**src/rtl/bin_from_bcd_seq_if.sv**
```systemverilog
// Handshake bundle for the BCD-to-binary converter: BCD word in, binary result out.
interface bin_from_bcd_seq_if;
  logic       in_valid;
  logic       in_ready;
  logic [9:0] bcd_in;
  logic       out_valid;
  logic       out_ready;
  logic [7:0] bin_out;
  logic       ovf;
  logic       err;

  modport master (
    output in_valid, bcd_in, out_ready,
    input  in_ready, out_valid, bin_out, ovf, err
  );

  modport slave (
    input  in_valid, bcd_in, out_ready,
    output in_ready, out_valid, bin_out, ovf, err
  );
endinterface

```
**src/rtl/bin_from_bcd_seq.sv**
```systemverilog
// Iterative reverse double-dabble decoder: 3-digit packed BCD (h:2,t:4,o:4) to 8-bit binary.
// Optional macro BIN_FROM_BCD_SAT_EN saturates overflowing results to 8'hFF.
module bin_from_bcd_seq #(
  parameter int ITER = 9
) (
  input  logic           clk,
  input  logic           rst,
  bin_from_bcd_seq_if.slave bus
);

  typedef enum logic [1:0] {IDLE, SHIFT, DONE} state_t;

  localparam logic [3:0] LAST_CNT = 4'(ITER - 1);

  state_t      state_q, state_d;
  logic [11:0] bcd_p0;
  logic [8:0]  acc_p0;
  logic [3:0]  cnt_p0;
  logic        err_p0;
  logic [7:0]  bin_p1;
  logic        ovf_p1;
  logic        err_p1;
  logic [20:0] step_v;

  // One iteration: shift right, then correct every nibble that landed at 8 or above.
  function automatic logic [20:0] dabble_step(input logic [20:0] v);
    logic [20:0] s;
    s = v >> 1;
    if (s[20:17] >= 4'd8) s[20:17] = s[20:17] - 4'd3;
    if (s[16:13] >= 4'd8) s[16:13] = s[16:13] - 4'd3;
    if (s[12:9]  >= 4'd8) s[12:9]  = s[12:9]  - 4'd3;
    return s;
  endfunction

  // Result formatting: {err, ovf, bin}; an invalid digit forces a zero result.
  function automatic logic [9:0] finalize(input logic [8:0] acc, input logic e);
    logic [9:0] r;
    if (e) begin
      r = {1'b1, 1'b0, 8'h00};
    end else if (acc[8]) begin
`ifdef BIN_FROM_BCD_SAT_EN
      r = {1'b0, 1'b1, 8'hFF};
`else
      r = {1'b0, 1'b1, acc[7:0]};
`endif
    end else begin
      r = {1'b0, 1'b0, acc[7:0]};
    end
    return r;
  endfunction

  assign step_v = dabble_step({bcd_p0, acc_p0});

  always_ff @(posedge clk) begin
    if (rst) state_q <= IDLE;
    else     state_q <= state_d;
  end

  always_comb begin
    state_d       = state_q;
    bus.in_ready  = 1'b0;
    bus.out_valid = 1'b0;
    case (state_q)
      IDLE: begin
        bus.in_ready = 1'b1;
        if (bus.in_valid) state_d = SHIFT;
      end
      SHIFT: begin
        if (cnt_p0 == LAST_CNT) state_d = DONE;
      end
      DONE: begin
        bus.out_valid = 1'b1;
        if (bus.out_ready) state_d = IDLE;
      end
      default: state_d = IDLE;
    endcase
  end

  // Stage p0: iterative shift datapath; stage p1: held result registers.
  always_ff @(posedge clk) begin
    if (rst) begin
      bcd_p0 <= '0;
      acc_p0 <= '0;
      cnt_p0 <= '0;
      err_p0 <= 1'b0;
      bin_p1 <= '0;
      ovf_p1 <= 1'b0;
      err_p1 <= 1'b0;
    end else begin
      case (state_q)
        IDLE: begin
          if (bus.in_valid) begin
            bcd_p0 <= {2'b00, bus.bcd_in};
            acc_p0 <= '0;
            cnt_p0 <= '0;
            err_p0 <= (bus.bcd_in[7:4] > 4'd9) | (bus.bcd_in[3:0] > 4'd9);
          end
        end
        SHIFT: begin
          {bcd_p0, acc_p0} <= step_v;
          cnt_p0           <= cnt_p0 + 4'd1;
          if (cnt_p0 == LAST_CNT)
            {err_p1, ovf_p1, bin_p1} <= finalize(step_v[8:0], err_p0);
        end
        default: ;
      endcase
    end
  end

  assign bus.bin_out = bin_p1;
  assign bus.ovf     = ovf_p1;
  assign bus.err     = err_p1;

endmodule

```
**src/flat_wrapper.sv**
```systemverilog
// flat-port wrapper written by rule: the top's interface ports become plain ports
module bin_from_bcd_seq_flat 
#(
  parameter int ITER = 9
)
  (clk, rst, bus_in_valid, bus_bcd_in, bus_out_ready, bus_in_ready, bus_out_valid, bus_bin_out, bus_ovf, bus_err);
  bin_from_bcd_seq_if bus_i ();
  input  logic clk;
  input  logic rst;
  input wire logic [$bits(bus_i.in_valid)-1:0] bus_in_valid;
  input wire logic [$bits(bus_i.bcd_in)-1:0] bus_bcd_in;
  input wire logic [$bits(bus_i.out_ready)-1:0] bus_out_ready;
  output wire logic [$bits(bus_i.in_ready)-1:0] bus_in_ready;
  output wire logic [$bits(bus_i.out_valid)-1:0] bus_out_valid;
  output wire logic [$bits(bus_i.bin_out)-1:0] bus_bin_out;
  output wire logic [$bits(bus_i.ovf)-1:0] bus_ovf;
  output wire logic [$bits(bus_i.err)-1:0] bus_err;
  assign bus_i.in_valid = bus_in_valid;
  assign bus_i.bcd_in = bus_bcd_in;
  assign bus_i.out_ready = bus_out_ready;
  assign bus_in_ready = bus_i.in_ready;
  assign bus_out_valid = bus_i.out_valid;
  assign bus_bin_out = bus_i.bin_out;
  assign bus_ovf = bus_i.ovf;
  assign bus_err = bus_i.err;
  bin_from_bcd_seq #(.ITER(ITER)) u_core (.clk(clk), .rst(rst), .bus(bus_i));
endmodule
```
**config.mk**
```make
export PLATFORM = sky130hd
export DESIGN_NAME = bin_from_bcd_seq_flat
export DESIGN_NICKNAME = d
export VERILOG_FILES = /design/src/rtl/bin_from_bcd_seq_if.sv /design/src/rtl/bin_from_bcd_seq.sv /design/src/flat_wrapper.sv
export SDC_FILE = /design/constraint.sdc
export NUM_CORES = 1
export LEC_CHECK = 0
export BUFFER_PORTS_ARGS = -buffer_cell sky130_fd_sc_hd__buf_4
export CORE_MARGIN = 4
export CORE_UTILIZATION = 34
export CTS_CLUSTER_DIAMETER = 60
export CTS_CLUSTER_SIZE = 28
export DETAILED_ROUTE_END_ITERATION = 8
export PLACE_DENSITY = 0.59
export SLEW_MARGIN = 5
export SYNTH_ARGS = -nofsm -noshare
export SYNTH_HDL_FRONTEND = slang
export SYNTH_SLANG_ARGS = --single-unit
```
**constraint.sdc**
```tcl
create_clock -name clk -period 4.05 [get_ports clk]
set_clock_uncertainty 0.15 [all_clocks]
set_input_delay 0 -clock clk [delete_from_list [all_inputs] [get_ports clk]]
set_output_delay 0 -clock clk [all_outputs]
set_load 0.02 [all_outputs]
```
==> impl_metrics.py <==
metrics = {
    "setup_path": {
        "cp-start-kind": "register",
        "cp_data_arrival_time_ps": 2680,
        "critPathMaxFanout": 20,
        "critPathCaptureType": "register",
        "cp.required_ps": 4140,
        "worst_r2r_endpoint": "u_core.bcd_p0[0]",
        "startpoint": "u_core.state_q[0]",
        "reg2reg_depth": 5,
        "critical_path_class": "reg2reg",
        "regToRegSetupSlack_ps": 1460,
        "rr_startpoint": "u_core.state_q[0]",
        "endpoint": "u_core.bcd_p0[0]",
    },
    "route": {
        "vias": 1447,
        "dr.pass1.iters": 4,
        "initialDrtViolationCount": 99,
        "drtAntennaViolNets": 0,
        "viasPerCell": 5.024,
        "detail_route.wl_per_cell_um": 12.86,
        "drc": 0,
        "wl_um": 3705,
    },
    "layout": {
        "multiInputGateArea_sq_um": 840.8,
        "register_area_sq_um": 700.7,
        "drive_above_1_share": 0.1855,
        "antenna_cells": 0,
        "area_growth_pct": 27.46,
        "layout.cells.non_filler": 288,
        "fillers": 511,
        "fin_util": 0.4495,
        "nets": 240,
    },
    "grt": {
        "grt_pass1_vias": 1372,
        "grt_pass1_wl_um": 6465,
        "grt_use_met2": 0.2055,
        "met3_usage": 0.03096,
        "antenna_found_initial": 0,
        "grt_most_used_layer": "met2",
        "grtUsageTotal": 0.1310,
        "use_met1": 0.1732,
        "grt_max_degree": 36,
        "grt.overflow.total": 0,
    },
    "outcome": {
        "status": "completed",
    },
    "place": {
        "place_hpwl_um": 2309,
        "dp.cells": 265,
        "place.gp.congestion": 0.7448,
        "port_buffers": 25,
        "dp_slack_ps": 1824,
    },
    "timing": {
        "rsz0062_at_grt": "false",
        "worstMarginPinSlew_ps": 826.6,
        "fin_crit_ps": 2591,
        "hold_viol_final": 0,
        "layout_setup_ws_ps": 1459,
        "setup_tns_ps": 0,
        "fmax_ghz": 0.3860,
        "slew_viol_final": 0,
        "setup-violations-final": 0,
        "slew_headroom": 0.4490,
        "fin_crit_sh": 0.6397,
    },
    "logic_synthesis": {
        "synth_cells": 188,
        "yosys_warnings": 0,
        "seq_area_frac_synth": 0.4179,
        "syn_nets": 208,
        "ys_types": 38,
        "synth_top_area_frac": 0.4179,
        "synth.avg_cell_area_sq_um": 8.918,
        "ys_seq_elements": 35,
        "synthesis.area_sq_mm": 0.001677,
        "synth_largest_area_cell": "dfxtp_1",
        "ys_top_cells_by_area": "dfxtp_1 (42%), a21oi_1 (6.9%), nand4b_1 (4.7%)",
    },
    "clocking": {
        "cts_inserted_buffers": 5,
        "cts_num_sinks": 35,
        "cts_root_buf": "clkbuf_8",
        "cts_setup_buffers": 0,
        "clk_pin_slew_ps": 80,
        "cts_hold_buffers": 15,
        "cts_tree": "done",
        "clk_path_buf_depth": 2,
        "clk_latency_ps": 290,
        "cts-resized-gates": 0,
        "cts_max_level": 2,
    },
    "hold_path": {
        "hold_class": "in2reg",
    },
    "power": {
        "ir_drop_mv": 0.2115,
        "p_leak_nw": 0.8086,
        "cellPowerDensity_mw_per_mm2": 394.1,
    },
    "die": {
        "num_rows": 25,
        "pin_count": 26,
        "initial_utilization": 0.3526,
        "fp.coreArea_sq_mm": 0.004755,
        "fp.dieArea_sq_mm": 0.006118,
        "die_h_um": 78.22,
        "die_w_um": 78.22,
    },
    "flow_run": {
        "drv_cap": 0,
    },
}
[power breakdown]
part	leakage [nW]	internal, mW	total, mW	switching [mW]
logic	0.458	0.0464	0.0954	0.0490
clock network	0.0654	0.246	0.376	0.130
registers	0.285	0.356	0.371	0.0154
total	0.809	0.648	0.842	0.194
[layer usage]
layer / vias up / wire [um] / part of all wire
li1: 740 / - / -
met1: 676 / 1815 / 0.49
met2: 25 / 1681 / 0.45
met3: 6 / 142 / 0.038
met4: 0 / 66 / 0.018
met5: - / 0 / 0
[sequential cells by signal, summed over array words and instances (netlist names)]
register            count
u_core.bus.err          1
u_core.cnt_p0           4
u_core.err_p0           1
u_core.bus.bin_out      8
u_core.bus.ovf          1
u_core.acc_p0           8
u_core.bcd_p0          10
u_core.state_q          2
[cell usage after synthesis, drive strengths merged]
cell type,count
dfxtp,35
a21oi,23
nand2,15
o21ai,13
nand3,12
nor2,11
buf,10
inv,9
nand4b,9
clkbuf,6
ha,6
a211oi,5
a311oi,4
nor2b,3
nor4,3
a222oi,2
a22oi,2
nor3,2
nor4bb,2
o211a,2
or3,2
xor2,2
a2111oi,1
a221oi,1
a31oi,1
and3b,1
nand2b,1
nand3b,1
nor3b,1
o21bai,1
or3b,1
xnor2,1
[placed cells by master, fill, tap and decap left out, types with 2 or more instances in the layout]
| master | count |
|---|---|
| bufinv_16 | 2 |
| a311oi_1 | 4 |
| dlygate4sd3_1 | 15 |
| nand4b_1 | 9 |
| xor2_1 | 2 |
| a211oi_2 | 3 |
| inv_1 | 9 |
| a22oi_1 | 2 |
| nor2b_1 | 2 |
| dfxtp_1 | 35 |
| ha_1 | 6 |
| nand2_1 | 15 |
| nor2_1 | 11 |
| o211a_1 | 2 |
| clkbuf_8 | 5 |
| nand3_1 | 12 |
| buf_4 | 26 |
| a222oi_1 | 2 |
| o21ai_0 | 13 |
| nor3_1 | 2 |
| or3_1 | 2 |
| a21oi_1 | 23 |
| a211oi_1 | 2 |
| nor4_1 | 2 |
| nor4bb_1 | 2 |
[layout make-up]
| class | instances | area share |
|---|---|---|
| timing repair buffer | 41 | 0.1616 |
| multi-input combinational | 128 | 0.3934 |
| clock buffer | 6 | 0.03396 |
| tap | 67 | 0.03923 |
| inverter | 9 | 0.01581 |
| sequential | 35 | 0.3279 |
| clock inverter | 2 | 0.02810 |
[metrics by stage]
step	area, sq um	hold WS [ps]	power [mW]
after detailed placement	1854	111.2	0.4630
after global placement	1854	103.6	0.4619
final	2137	40.56	0.8422
after CTS	2137	43.19	0.8469
after global routing	2137	72.03	0.8762
after floorplan	1677	2.890	0.4428
[worst max-delay path: stages, from the launching register on]
cell and delay [ps]:
dfxtp_1 520, nor2b_2 750, buf_4 360, a222oi_1 120
nor2_1 110, dlygate4sd3_1 540
[worst min path at each step]
stage	from	slack (ps)	depth (start not counted)	endpoint
final	bus_in_valid	40	4	u_core.cnt_p0[0]
after global routing	bus_in_valid	70	4	u_core.cnt_p0[3]
after CTS	bus_in_valid	40	4	u_core.cnt_p0[0]
after detailed placement	bus_bcd_in[9]	110	3	u_core.bcd_p0[9]
after global placement	bus_bcd_in[9]	100	3	u_core.bcd_p0[9]
after floorplan	bus_bcd_in[8]	3	2	u_core.bcd_p0[8]
[cells by family after synthesis]
| logic type | Yosys count | synth area share |
|---|---|---|
| compound gates | 55 | 0.2172 |
| xor+xnor | 3 | 0.01567 |
| fa+ha+maj | 6 | 0.04477 |
| buf+inv | 25 | 0.08059 |
| flops | 35 | 0.4179 |
| simple gates | 64 | 0.2239 |
Note: power is estimated with default switching activity, not from simulation.
